$ cat src/rtl/clk_div_pkg.sv
`default_nettype none
// ============================================================================
// Module   : clk_div_pkg
// Brief    : Shared configuration type, reset defaults and threshold helper
//            for the clk_div_bank divider channels.
// Revision : 1.0 - initial release
// ============================================================================
package clk_div_pkg;

    localparam int CFG_W    = 8;
    localparam int DEF_DIV  = 2;
    localparam int DEF_HIGH = 1;
    localparam int DEF_EN   = 1;

    typedef struct packed {
        logic [CFG_W-1:0] div;
        logic [CFG_W-1:0] high;
        logic             en;
    } cfg_t;

    // First count value at which the output is high; one bit wider than the
    // fields so DIV+1 and the clamp against it never wrap.
    function automatic logic [CFG_W:0] high_threshold(input cfg_t c);
        logic [CFG_W:0] period;
        logic [CFG_W:0] heff;
        period = {1'b0, c.div} + (CFG_W+1)'(1);
        heff   = ({1'b0, c.high} > period) ? period : {1'b0, c.high};
        return period - heff;
    endfunction

endpackage : clk_div_pkg
`default_nettype wire

$ cat src/rtl/clk_div_chan.sv
`default_nettype none
// ============================================================================
// Module   : clk_div_chan
// Brief    : One integer clock divider channel: counter, shadow config,
//            boundary apply logic and registered out/tick.
// Revision : 1.0 - initial release
// ============================================================================
module clk_div_chan
    import clk_div_pkg::*;
#(
    parameter int RST_DIV  = DEF_DIV,
    parameter int RST_HIGH = DEF_HIGH,
    parameter int RST_EN   = DEF_EN
) (
    input  logic             in,
    input  logic             rst_n,
    input  logic             wr,
    input  logic [CFG_W-1:0] wr_div,
    input  logic [CFG_W-1:0] wr_high,
    input  logic             wr_ena,
    input  logic             sync,
    output logic             out,
    output logic             tick,
    output logic             pending
);

    localparam cfg_t C_RST_CFG = '{
        div:  CFG_W'(RST_DIV),
        high: CFG_W'(RST_HIGH),
        en:   (RST_EN != 0)
    };

    cfg_t             r_cfg;
    cfg_t             r_shadow;
    logic [CFG_W-1:0] r_cnt;
    logic             r_pending;
    logic             r_out;
    logic             r_tick;

    cfg_t             w_wr_cfg;
    logic             w_wrap;
    logic             w_apply;
    logic             w_high;

    assign w_wr_cfg = '{div: wr_div, high: wr_high, en: wr_ena};
    assign w_wrap   = r_cfg.en && (r_cnt == r_cfg.div);
    // Config may only change where the period ends, while idle, or on sync,
    // so the output never shows a partial pulse except the sync truncation.
    assign w_apply  = w_wrap || !r_cfg.en || sync;
    assign w_high   = r_cfg.en && ({1'b0, r_cnt} >= high_threshold(r_cfg));

    always_ff @(posedge in or negedge rst_n) begin
        if (!rst_n) begin
            r_cnt     <= '0;
            r_cfg     <= C_RST_CFG;
            r_shadow  <= '0;
            r_pending <= 1'b0;
            r_out     <= 1'b0;
            r_tick    <= 1'b0;
        end else begin
            r_out  <= w_high;
            r_tick <= r_cfg.en && (r_cnt == '0);
            if (w_apply) begin
                r_cnt     <= '0;
                r_pending <= 1'b0;
                if (wr) begin
                    r_cfg <= w_wr_cfg;
                end else if (r_pending) begin
                    r_cfg <= r_shadow;
                end
            end else begin
                r_cnt <= r_cnt + CFG_W'(1);
                if (wr) begin
                    r_shadow  <= w_wr_cfg;
                    r_pending <= 1'b1;
                end
            end
        end
    end

    assign out     = r_out;
    assign tick    = r_tick;
    assign pending = r_pending;

endmodule : clk_div_chan
`default_nettype wire

$ cat src/rtl/clk_div_bank.sv
`default_nettype none
// ============================================================================
// Module   : clk_div_bank
// Brief    : Bank of N independently programmable integer clock dividers
//            with shadowed reconfiguration and a global phase sync.
// Revision : 1.0 - initial release
// ============================================================================
module clk_div_bank #(
    parameter int N        = 4,
    parameter int W        = clk_div_pkg::CFG_W,
    parameter int CW       = 2,
    parameter int DEF_DIV  = clk_div_pkg::DEF_DIV,
    parameter int DEF_HIGH = clk_div_pkg::DEF_HIGH,
    parameter int DEF_EN   = clk_div_pkg::DEF_EN
) (
    input  logic          in,
    input  logic          rst_n,
    input  logic          wr_en,
    input  logic [CW-1:0] wr_ch,
    input  logic [W-1:0]  wr_div,
    input  logic [W-1:0]  wr_high,
    input  logic          wr_ena,
    input  logic          sync,
    output logic [N-1:0]  out,
    output logic [N-1:0]  tick,
    output logic [N-1:0]  pending
);

    // Selects at or above N match no channel, so such writes are dropped.
    for (genvar i = 0; i < N; i++) begin : g_chan
        logic w_wr;

        assign w_wr = wr_en && (wr_ch == CW'(i));

        clk_div_chan #(
            .RST_DIV  (DEF_DIV),
            .RST_HIGH (DEF_HIGH),
            .RST_EN   (DEF_EN)
        ) u_chan (
            .in      (in),
            .rst_n   (rst_n),
            .wr      (w_wr),
            .wr_div  (wr_div),
            .wr_high (wr_high),
            .wr_ena  (wr_ena),
            .sync    (sync),
            .out     (out[i]),
            .tick    (tick[i]),
            .pending (pending[i])
        );
    end

endmodule : clk_div_bank
`default_nettype wire

$ cat config.mk
export PLATFORM = sky130hd
export DESIGN_NAME = clk_div_bank
export DESIGN_NICKNAME = d
export VERILOG_FILES = /design/src/rtl/clk_div_pkg.sv /design/src/rtl/clk_div_chan.sv /design/src/rtl/clk_div_bank.sv
export SDC_FILE = /design/constraint.sdc
export NUM_CORES = 1
export LEC_CHECK = 0
export CORE_UTILIZATION = 30
export DETAILED_ROUTE_END_ITERATION = 7
export PLACE_DENSITY = 0.54
export RECOVER_POWER = 25
export SLEW_MARGIN = 0
export SYNTH_ARGS = -nofsm -noshare
export SYNTH_HDL_FRONTEND = slang
export SYNTH_SLANG_ARGS = --single-unit
export TNS_END_PERCENT = 20
$ cat constraint.sdc
create_clock -name in -period 11.6 [get_ports in]
set_input_delay 3.48 -clock in [delete_from_list [all_inputs] [get_ports in]]
set_output_delay 3.48 -clock in [all_outputs]
set_load 0.01 [all_outputs]
== Yosys cells after proc, flatten, opt, wreduce, memory -nomap -nowiden ==
Index checks and enable logic that the tools add are counted.

* Add/subtract/negate cells: 12
* Multipliers: 0
* Divide/modulo/power cells: 0
* Magnitude comparators: 8
* Equality and inequality tests: 7
* Shift operators: 0
* Multiplexer cells: 24
* Bitwise gates (word level): 4
* Reduce and logical (&&, ||, !) cells: 49

{| class="wikitable"
|+ Operators with widths
! cell !! count
|-
| 17-bit two-way mux || 8
|-
| 8-bit by 1-bit adder with 9-bit output, second input constant || 4
|-
| 8-bit by 9-bit greater-or-equal comparator with 1-bit output || 4
|-
| 8-bit by 9-bit greater-than comparator with 1-bit output || 4
|-
| 9-bit two-way mux || 4
|-
| 9-bit subtractor || 4
|-
| 8-bit by 1-bit adder with 8-bit output, second input constant || 4
|-
| 8-bit equality test || 4
|-
| 8-bit zero test || 4
|-
| 8-bit two-way mux || 4
|-
| 1-bit logical AND || 16
|-
| 2-bit AND reduction || 8
|-
| 2-bit nonzero test || 8
|-
| 1-bit logical OR || 8
|-
| 1-bit two-way mux || 8
|-
| 2-bit equality test, second input constant || 2
|-
| 1-bit zero test || 4
|-
| 1-bit inverter || 4
|-
| 2-bit by 1-bit equality test with 1-bit output, second input constant || 1
|-
| 2-bit zero test || 1
|}

* Bits in registers: 180
* Bits in latches: 0
* RAM bits: 0
* Bits in read-only memories: 0
* Output and inout port bits: 12
* Logic and storage cells: 144
* Memories kept: 0

== Longest topological paths before layout ==
Gate-level depths: netlist of the first run.

* Word-level depth: 6
* Gate-level depth with buffers: 24

== Cells and area by module ==
From an unflattened synthesis of the first run, not the netlist that was laid out.

* Cells, all modules: 1254
* Area, all modules: 12515.8 sq um

{| class="wikitable"
|+ Modules (own cells, without submodules)
! module !! times used !! cells an instance !! area each (sq um)
|-
| clk_div_chan (g_chan[0].u_chan ...) || 3 || 319 || 3186.8
|-
| clk_div_chan (g_chan[1].u_chan) || 1 || 293 || 2917.8
|-
| clk_div_bank || 1 || 4 || 37.5
|}

== Least setup slack after synthesis of the first run ==
OpenSTA, ideal clock, no wires.

* Path type: input to register
* From: input port wr_ch[1]
* To: register g_chan[0].u_chan.r_shadow[13] (netlist name)
* Library setup time: 0.125 ns
* Data arrival time: 5.019 ns
* Data required time: 11.475 ns
* Path slack: 6.456 ns
* Stages on the path: 5
* Path buffers: 2
* Cell sequence: or3b_2 clkbuf_1 nor2_2 buf_2 mux2_2

* Longest elaborated chain between the ends: 3

{| class="wikitable"
|+ Ends and longest elaborated chain
! item !! line !! source
|-
| start: declaration || clk_div_bank.sv:19 || <nowiki>input logic [CW-1:0] wr_ch,</nowiki>
|-
| 2-bit zero test || clk_div_bank.sv:33 || <nowiki>assign w_wr = wr_en && (wr_ch == CW'(i));</nowiki>
|-
| 1-bit logical AND || clk_div_bank.sv:33 ||
|-
| 2-bit AND reduction (no source line) || -- ||
|-
| end signal: assignment || clk_div_chan.sv:74 || <nowiki>r_shadow <= w_wr_cfg;</nowiki>
|-
| end: declaration || clk_div_chan.sv:34 || <nowiki>cfg_t r_shadow;</nowiki>
|}

Every way passes these cells.
A chain may end at the register's enable or synchronous reset.

== Worst setup path in the final report of the first run ==
* From: input port sync
* To: register g_chan[1].u_chan.r_shadow[10] (netlist name)

* Longest elaborated chain between the ends: 3

{| class="wikitable"
|+ Ends and longest elaborated chain
! item !! line !! source
|-
| start: declaration || clk_div_bank.sv:23 || <nowiki>input logic sync,</nowiki>
|-
| 1-bit logical OR || clk_div_chan.sv:49 || <nowiki>assign w_apply = w_wrap || !r_cfg.en || sync;</nowiki>
|-
| 1-bit inverter (no source line) || -- ||
|-
| 2-bit AND reduction (no source line) || -- ||
|-
| end signal: assignment || clk_div_chan.sv:74 ||
|-
| end: declaration || clk_div_chan.sv:34 ||
|}

Every way passes these cells.

==> key figures, run 1 <==
Placed design
  • Dpl hpwl: just under 20 mm
  • Setup WS pre-CTS: 5190 ps
  • # port buffers: 34
  • Final GP Congestion: 0.783

Floorplanning
  • Die X-Extent: 199 um
  • Row count: approximately 70
  • Starting Density: 30.6%
  • Die area: 39400 um^2
  • Top-Level Pins: 35
  • Core box area: 37800 um^2
  • Die Y-Extent: 199 um

Layout
  • Most frequent cells in the layout: dfrtp_1 (168), ha_1 (108), o22ai_1 (69), nor2_1 (64), inv_1 (62)
  • Commonest non-fill, non-tap cell in the layout: dfrtp_1
  • Final nets: 1239
  • Area Growth Syn to Fin: 10.9%
  • Diodes inserted: 0
  • Layout cells sized above 1: 11.5%

Route
  • Wirelength per Cell: 16.9 um
  • Via count: 8242
  • DRT Wirelength: 27.4 mm
  • 1st-pass router iterations: 5
  • ANT nets after route: 0
  • Iteration-0 DRC Markers: 430
  • Routed vias/inst: 5.06
  • DRC Markers: 0

STA
  • Final period util: 51.2%
  • Fmax: 0.168 GHz
  • Worst Tran Pin Value: 1240 ps
  • Setup ws final: 5660 ps
  • Worst Skew: 13.8 ps
  • Hold Fails Final Rpt: 0
  • Post-route setup TNS: 0 ps
  • Period minus WS final: between 5000 and 6000 ps
  • Slew margin rel.: 17.1%
  • Max Slew Vio Count: 0
  • Unrepaired setup endpoints after global routing: false
  • Setup-failing EPs final: 0

Worst setup path
  • R2r setup slk: 6550 ps
  • RR Endpoint: g_chan[2].u_chan.out$_DFF_PN0_
  • CP Capture Type: flip-flop
  • CP Max Fanout: 28
  • Data arrival, critical path: 6260 ps
  • Worst setup SP type: input port
  • Worst Path Required: 11920 ps
  • Critical path class: in2reg
  • R2r startpoint: g_chan[2].u_chan.r_cfg[10]$_DFFE_PN1P_
  • Worst R2R Path Depth: 20

Clock network
  • Latest clock arrival within the worst-skew pair: 440 ps
  • Clock Tree Root: clkbuf_16
  • Cts bufs inserted: 17
  • # hold bufs at CTS: 0
  • CTS resizes: 0
  • Clock Sink Count: 180
  • CTS tree: yes
  • CTS HTree Levels: 4
  • Clk slew on worst S/H paths: 70 ps
  • CTS max path bufs: 2
  • Setup bufs post-CTS: 0

Logic synthesis
  • Ys flop type: dfrtp_1
  • Synth Area in XOR/XNOR: 7.55%
  • Synth top area share: 36.2%
  • YS warnings: 0
  • Mapped Avg Cell Area: between 10 and 15 um^2
  • Synth Area in Compound Gates: about 15%
  • EDFF count, synth: 0
  • Simple-Gate Fraction of Synth Area: 11.1%
  • Largest family of logic cells by synthesized area: compound AO/OA/AOI/OAI gates
  • Yosys reg bits: 180
  • Mapped Cells: around 1100
  • Synth Area in Adders: 12.3%
  • Area contributors post-synth: dfrtp_1 (36%), ha_1 (12%), mux2_2 (5.0%)
  • Cell variety after synth: 58
  • Mux cell area share after synthesis: between 10% and 20%
  • Area leader, netlist: dfrtp_1
  • Syn Nets: 1236
  • Ys async rst share: 100%
  • Syn Std Cell Area: ~12000 um^2
  • Post-synthesis sequential area ratio: 39.0%

Status
  • Status: complete, no violations

Hold path
  • Hold Crit Depth: 1
  • Hold EP: g_chan[1].u_chan.r_cfg[1]$_DFFE_PN1P_
  • Worst hold path type: reg2reg
  • Min-delay src: g_chan[1].u_chan.r_cfg[1]$_DFFE_PN1P_

Global routing
  • Total GRT Usage: 14.6%
  • Pin count of the biggest net entering global routing: 109
  • Vias in the first global route: 8180
  • Total congestion overflow: 0
  • First-pass GRT wire length: 45.1 mm
  • Initial antenna violation count: 0

Flow run
  • Max-capacitance violation count: 0
stage by stage:
stage / std cells / instance area [um^2] / util (%) / hold WS [ps]
2_1_floorplan: 1101 / 11600 / - / 480
3_3_place_gp: 1596 / 12300 / 32.5 / 489
3_5_place_dp: 1596 / 12300 / 32.5 / 494
4_1_cts: 1628 / 12900 / 34.0 / 506
5_1_grt: 1628 / 12900 / 34.0 / 514
6_report: 1628 / 12900 / 34.0 / 504
how the worst max path moves through the flow:
stage	endpoint	startpoint	depth (start not counted)	slack [ps]
after floorplan	g_chan[0].u_chan.r_shadow[13]$_DFFE_PN0P_	wr_ch[1]	5	6460
after global placement	g_chan[1].u_chan.r_shadow[11]$_DFFE_PN0P_	sync	4	5250
after detailed placement	g_chan[1].u_chan.r_shadow[10]$_DFFE_PN0P_	sync	4	5190
after CTS	g_chan[1].u_chan.r_shadow[13]$_DFFE_PN0P_	sync	4	5650
after global routing	g_chan[1].u_chan.r_shadow[10]$_DFFE_PN0P_	sync	4	5530
final	g_chan[1].u_chan.r_shadow[10]$_DFFE_PN0P_	sync	4	5660
layout make-up:
type | instances | area (um^2)
Sequential cell | 180 | 4520
Clock inverter | 14 | 136
Multi-Input combinational cell | 806 | 6530
Clock buffer | 18 | 439
Timing Repair Buffer | 37 | 367
Inverter | 62 | 233
Tap cell | 511 | 639
Fill cell | 3896 | 25000
flip-flops by register name, indices dropped and copies added, names as in the netlist:
name                    cells
g_chan.u_chan.tick          4
g_chan.u_chan.r_cnt        32
g_chan.u_chan.r_cfg        68
g_chan.u_chan.r_shadow     68
g_chan.u_chan.out           4
g_chan.u_chan.pending       4
synth_stat cells (all sizes together) (9+ instances only):
cell type,instances
a21oi,18
a2bb2oi,60
and3,16
buf,29
clkbuf,24
dfrtp,168
dfstp,12
ha,108
inv,62
mux2,72
mux2i,28
nand2,23
nand2b,21
nand3,43
nand4,18
nor2,69
nor2b,12
nor3,9
o21a,13
o21ai,36
o22ai,69
xnor2,47
xor2,53
metal layers:
metal	global-route usage (%)	part of all wire (%)
met4	3.53	1.1
met2	23.4	46
met1	20.7	50
met3	1.80	2.1
met5	0	0
critical path: stages:
cell	delay [ps]
clkdlybuf4s50_1	760
a211o_1	760
or2_1	830
mux2_2	410
logic make-up (layout without fill, tap and decap cells):
kind of cell,after synthesis,in the layout
compound gates,249,249
mux,100,100
buf+inv,115,131
xor+xnor,100,100
simple gates,245,245
flops,180,180
fa+ha+maj,112,112
Power of run 1 is not shown: default switching activity piles up to over one toggle a cycle in this logic, so the estimate is an artifact.
==> run 2, diff against run 1 <==
PLACE_DENSITY = 0.55   (was 0.54)
clock period = 5.35 ns   (was 11.6 ns; I/O delays follow)
==> run 2 against run 1 <==
  * The flow now finishes with violations (capacitance limit, slew limit)
  * Non-clock buffer count up 11
  * Setup slack worse by 5300 ps
  * Global-route usage up 0.077 points
  * Final cell count up 0.68%
  * Via count up 1.3%
  * Core utilization up 0.26 points
  * Hold slack better by 0.72 ps
  * Wire length down 0.24%
  * Final area up 0.78%
  * Clock skew about the same
  * Critical path depth up 17
  * Die area unchanged
==> key figures, run 2 (synthesis results as in run 1) <==
Status
  • Status: finished, violations left
  • Failing checks: capacitance limit, slew limit

Clock network
  • Clock Tree Root: clkbuf_16
  • CTS max path bufs: 2 (unchanged)
  • Clock Sink Count: 180 (unchanged)
  • Latest clock arrival within the worst-skew pair: 440 ps (about the same)
  • Clk slew on worst S/H paths: 80 ps (about the same)
  • # hold bufs at CTS: 0 (unchanged)
  • Cts bufs inserted: 17 (unchanged)
  • CTS HTree Levels: 4 (unchanged)
  • CTS tree: yes

Route
  • Routed vias/inst: 5.10 (+0.65%)
  • ANT nets after route: 0 (unchanged)
  • Via count: 8352 (+1.3%)
  • DRT Wirelength: 27.4 mm (-0.24%)
  • 1st-pass router iterations: 6 (+1)
  • DRC Markers: 0 (unchanged)
  • Iteration-0 DRC Markers: 557 (+30%)
  • Wirelength per Cell: 16.7 um (-0.91%)

Worst setup path
  • Worst R2R Path Depth: 21 (+5.0%)
  • RR Endpoint: g_chan[3].u_chan.out$_DFF_PN0_
  • CP Max Fanout: 9 (-68%)
  • Most used cell, CP: ha_1
  • CP max stage cell: dfrtp_1
  • R2r startpoint: g_chan[3].u_chan.r_cfg[9]$_DFFE_PN0P_
  • Data arrival, critical path: 5340 ps (-920 ps)
  • Critical path class: reg2reg
  • Worst path cell trace: ha_1 -> nand3_1 -> xnor2_1 -> inv_1 -> ha_1 -> o211ai_1 -> a21oi_1 -> nor3_1 -> nor2_2 -> mux2i_1 -> ha_1 -> fa_1 -> nor2b_1 -> o31a_1 -> o21ai_0 -> nand2b_1 -> xnor2_1 -> ha_1 -> o22ai_1 -> or3_1 -> a221oi_1
  • Worst Path Required: 5690 ps (-6230 ps)
  • Worst setup SP type: flip-flop
  • R2r setup slk: 340 ps (-6210 ps)
  • CP peak stage delay: 550 ps (-280 ps)
  • Buf/Inv on CP: 1 (unchanged)
  • CP Capture Type: flip-flop
  • Top delay family on crit path: adder cells

STA
  • Period minus WS final: between 5000 and 6000 ps
  • Final period util: 93.6%
  • Worst Skew: 13.5 ps (-0.289 ps)
  • Worst Tran Pin Value: 2370 ps (+1130 ps)
  • Slew margin rel.: -58.1% (-75 points)
  • Fmax: 0.200 GHz
  • Setup-failing EPs final: 0 (unchanged)
  • Max Slew Vio Count: 91 (+91)
  • Hold Fails Final Rpt: 0 (unchanged)

Hold path
  • Min-delay src: g_chan[2].u_chan.r_cfg[1]$_DFFE_PN1P_
  • Hold Crit Depth: 1 (unchanged)
  • Hold EP: g_chan[2].u_chan.r_cfg[1]$_DFFE_PN1P_
  • Worst hold path type: reg2reg

Floorplanning
  • Row count: 71 (unchanged)
  • Die area: 39400 um^2 (unchanged)
  • Die X-Extent: 199 um (unchanged)
  • Core box area: 37800 um^2 (unchanged)
  • Starting Density: 30.6% (unchanged)
  • Top-Level Pins: 35 (unchanged)
  • Die Y-Extent: 199 um (unchanged)

Global routing
  • Vias in the first global route: 8538 (+4.4%)
  • First-pass GRT wire length: 46.0 mm (+2.0%)
  • Total GRT Usage: 14.6% (+0.077 points)
  • Initial antenna violation count: 0 (unchanged)
  • Total congestion overflow: 0 (unchanged)
  • Pin count of the biggest net entering global routing: 92 (-16%)

Placed design
  • Dpl hpwl: 19.7 mm (+0.35%)
  • Final GP Congestion: 0.824 (+5.2%)
  • # port buffers: 34 (unchanged)

Layout
  • Diodes inserted: 0 (unchanged)
  • Regs by FF count: g_chan.u_chan.r_cfg x68, g_chan.u_chan.r_shadow x68, g_chan.u_chan.r_cnt x32
  • Area Growth Syn to Fin: 11.8%
  • Final nets: 1250 (+0.89%)
  • Most frequent cells in the layout: dfrtp_1 (168), ha_1 (108), o22ai_1 (69), nor2_1 (64), inv_1 (62)
  • Layout cells sized above 1: 12.7% (+1.2 points)
  • Commonest non-fill, non-tap cell in the layout: dfrtp_1
  • Post-layout util: 34.3% (+0.26 points)
  • Fill cells: 3913 (+0.44%)

Flow run
  • Max-capacitance violation count: 1 (+1)
==> run 2: final cells by class <==
| type | count | area, um^2 | area share [%] |
|---|---|---|---|
| multi-input combinational | 806 | 6550 | 50.5 |
| inverter | 62 | 233 | 1.79 |
| tap | 511 | 639 | 4.93 |
| clock buffer | 18 | 429 | 3.31 |
| clock inverter | 14 | 140 | 1.08 |
| timing repair buffer | 48 | 453 | 3.49 |
| sequential | 180 | 4520 | 34.9 |
==> run 2: metrics by stage <==
stage                     setup TNS, ps  setup WS (ps)  cell area, um^2  hold slack [ps]  instances
after detailed placement              0            335            12400              495       1607
after CTS                             0            319            13000              507       1639
after global placement                0            447            12400              488       1607
final                                 0            343            13000              505       1639
after floorplan                       0            889            11600              480       1101
after global routing              -23.7          -23.7            13000              510       1639
==> run 2: worst max path at each step <==
stage | startpoint | endpoint | cells after the start
5_1_grt | g_chan[0].u_chan.r_cfg[9]$_DFFE_PN0P_ | g_chan[0].u_chan.out$_DFF_PN0_ | 20
3_5_place_dp | g_chan[3].u_chan.r_cfg[9]$_DFFE_PN0P_ | g_chan[3].u_chan.out$_DFF_PN0_ | 20
3_3_place_gp | g_chan[3].u_chan.r_cfg[9]$_DFFE_PN0P_ | g_chan[3].u_chan.out$_DFF_PN0_ | 20
2_1_floorplan | g_chan[0].u_chan.r_cfg[10]$_DFFE_PN1P_ | g_chan[0].u_chan.out$_DFF_PN0_ | 20
6_report | g_chan[3].u_chan.r_cfg[9]$_DFFE_PN0P_ | g_chan[3].u_chan.out$_DFF_PN0_ | 21
4_1_cts | g_chan[1].u_chan.r_cfg[9]$_DFFE_PN0P_ | g_chan[1].u_chan.out$_DFF_PN0_ | 19
==> run 2: repair_timing <==
item / in CTS / in global routing
resized for setup: 0 / 4
buffers inserted: 0 / 0
endpoints found under the setup margin: 0 / 2
==> run 2: routing by layer <==
layer / global-route usage (%) / up-vias / wire, um
li1: - / 4061 / -
met1: 20.8 / 4159 / 13700
met2: 23.5 / 108 / 12600
met3: 1.59 / 24 / 675
met4: 4.02 / 0 / 357
met5: 0 / - / 0
Power of run 2 is left out for the same reason.
==> run 3, diff against run 2 <==
CORE_MARGIN = 3   (was default)
==> run 3 against run 2 <==
  * The run still ends with capacitance limit, slew limit left
  * Hold slack got worse by 0.81 ps
  * Setup slack improved by 31 ps
  * Global-route usage decreased by 0.99 points
  * Die area increased by 4.1%
  * Non-clock buffer count increased by 2
  * Critical path depth decreased by 1
  * First-iteration DRC count decreased by 11%
  * Core utilization increased by 0.093 points
  * Wire length increased by 0.76%
  * Sequential share of layout area decreased by 0.084 points
  * Clock skew decreased by 2.0 ps
  * Final area increased by 0.27%
  * Critical path type unchanged
==> key figures, run 3 (synthesis results as in run 1) <==
Route
  • ANT nets after route: 0 (unchanged)
  • 1st-pass router iterations: 5 (-1)
  • Routed vias/inst: 5.07 (-0.48%)
  • DRT Wirelength: 27.6 mm (+0.76%)
  • Wirelength per Cell: 16.8 um (+0.64%)
  • Iteration-0 DRC Markers: 497 (-11%)
  • DRC Markers: 0 (unchanged)
  • Via count: 8322 (-0.36%)

Clock network
  • Clock Tree Root: clkbuf_16
  • Clock Sink Count: 180 (unchanged)
  • CTS max path bufs: 2 (unchanged)
  • Latest clock arrival within the worst-skew pair: 440 ps (about the same)
  • Clk slew on worst S/H paths: 80 ps (about the same)
  • CTS tree: yes
  • CTS HTree Levels: 4 (unchanged)
  • Cts bufs inserted: 17 (unchanged)

Global routing
  • Total GRT Usage: 13.7% (-0.99 points)
  • First-pass GRT wire length: 45.6 mm (-1.0%)
  • Pin count of the biggest net entering global routing: 93 (+1.1%)
  • Vias in the first global route: 8256 (-3.3%)
  • Initial antenna violation count: 0 (unchanged)
  • Total congestion overflow: 0 (unchanged)

Worst setup path
  • Worst setup SP type: flip-flop
  • Worst path cell trace: ha_1 -> nand3_1 -> xnor2_1 -> inv_1 -> ha_1 -> o211ai_1 -> a21oi_1 -> nor3_1 -> nor2_2 -> mux2_2 -> fa_1 -> nor2b_1 -> o31a_1 -> o21ai_0 -> nand2b_1 -> xnor2_1 -> ha_1 -> o22ai_1 -> or3_1 -> a221oi_1
  • CP Max Fanout: 9 (unchanged)
  • Most used cell, CP: ha_1
  • Worst Path Required: 5700 ps (about the same)
  • CP max stage cell: dfrtp_1
  • Buf/Inv on CP: 1 (unchanged)
  • CP peak stage delay: 580 ps (+30 ps)
  • CP Capture Type: flip-flop
  • Critical path class: reg2reg
  • Data arrival, critical path: 5320 ps (-20 ps)
  • Top delay family on crit path: adder cells

STA
  • Worst Skew: 11.4 ps (-2.03 ps)
  • Worst Tran Pin Value: 2440 ps (+64.8 ps)
  • Fmax: 0.201 GHz (+0.62%)
  • Unrepaired setup endpoints after global routing: false
  • Post-route setup TNS: 0 ps (unchanged)
  • Slew margin rel.: -62.4% (-4.3 points)
  • Hold Fails Final Rpt: 0 (unchanged)
  • Final period util: 93.0% (-0.57 points)
  • Period minus WS final: 4980 ps (-30.7 ps)
  • Setup-failing EPs final: 0 (unchanged)
  • Max Slew Vio Count: 92 (+1.1%)

Layout
  • Final nets: 1252 (+0.16%)
  • Layout cells sized above 1: 12.6% (-0.11 points)
  • Fill cells: 3871 (-1.1%)
  • Commonest non-fill, non-tap cell in the layout: dfrtp_1
  • Reg area: 4520 um^2 (about the same)
  • Area occupied by multi-input gates: 6540 um^2 (-0.21%)
  • Regs by FF count: g_chan.u_chan.r_cfg x68, g_chan.u_chan.r_shadow x68, g_chan.u_chan.r_cnt x32
  • Diodes inserted: 0 (unchanged)
  • Area Growth Syn to Fin: 12.1%
  • Most frequent cells in the layout: dfrtp_1 (167), ha_1 (108), o22ai_1 (69), nor2_1 (64), inv_1 (62)

Floorplanning
  • Core box area: 37800 um^2 (unchanged)
  • Die X-Extent: 203 um (+2.0%)
  • Row count: 71 (unchanged)
  • Top-Level Pins: 35 (unchanged)
  • Die area: 41100 um^2 (+4.1%)
  • Starting Density: 30.6% (unchanged)
  • Die Y-Extent: 203 um (+2.0%)

Placed design
  • # port buffers: 34 (unchanged)
  • Dpl hpwl: 19.8 mm (+0.74%)
  • Final GP Congestion: 0.857 (+3.9%)

Status
  • Failing checks: capacitance limit, slew limit
  • Status: finished, violations left

Flow run
  • Max-capacitance violation count: 1 (unchanged)

Hold path
  • Worst hold path type: reg2reg
[run 3: changes by cell type in the layout (fill, tap and decap cells not counted), moves of 3 or more]
| cell | delta |
|---|---|
| dfstp_2 | -3 |
| inv_6 | -5 |
| inv_8 | +4 |
| dfstp_1 | +3 |
[run 3: cell type report]
type	count	area share, %
Multi-Input combinational cell	806	50.3
Timing Repair Buffer	50	3.60
Clock inverter	14	1.25
Inverter	62	1.79
Sequential cell	180	34.8
Clock buffer	18	3.38
Tap cell	511	4.92
[run 3: through the flow]
step	std cells	hold slack, ps	setup WS [ps]	cell area [um^2]	util (%)
final	1641	504	374	13000	34.4
after CTS	1641	506	342	13000	34.4
after floorplan	1101	480	889	11600	-
after detailed placement	1609	494	367	12400	32.8
after global placement	1609	488	444	12400	32.8
after global routing	1641	516	7.32	13000	34.4
[run 3: worst paths after layout]
path                                                  startpoint                                    end  slack (ps)  cells after the start
max                        g_chan[3].u_chan.r_cfg[9]$_DFFE_PN0P_         g_chan[3].u_chan.out$_DFF_PN0_         370                     20
min                        g_chan[0].u_chan.r_cfg[1]$_DFFE_PN1P_  g_chan[0].u_chan.r_cfg[1]$_DFFE_PN1P_         500                      1
max reg2reg                g_chan[3].u_chan.r_cfg[9]$_DFFE_PN0P_         g_chan[3].u_chan.out$_DFF_PN0_         370                     20
min reg2reg                g_chan[0].u_chan.r_cfg[1]$_DFFE_PN1P_  g_chan[0].u_chan.r_cfg[1]$_DFFE_PN1P_         500                      1
max in group asynchronous                                  rst_n  g_chan[0].u_chan.r_cfg[3]$_DFFE_PN0P_        2000                      2
min in group asynchronous                                  rst_n        g_chan[3].u_chan.tick$_DFF_PN0_        1830                      1
[run 3: routing by layer]
layer / track usage (%) / wire, um / share of wire [%]
met5: 0 / 0 / 0
met4: 3.29 / 402 / 1.5
met3: 1.86 / 595 / 2.2
met2: 21.8 / 12800 / 46
met1: 19.7 / 13800 / 50
[run 3: timing repair]
action / CTS / global route
hold buffers: 0 / 0
gates resized for setup: 0 / 3
setup endpoints to repair: 0 / 2
buffers inserted: 0 / 0
Power of run 3 is left out for the same reason.
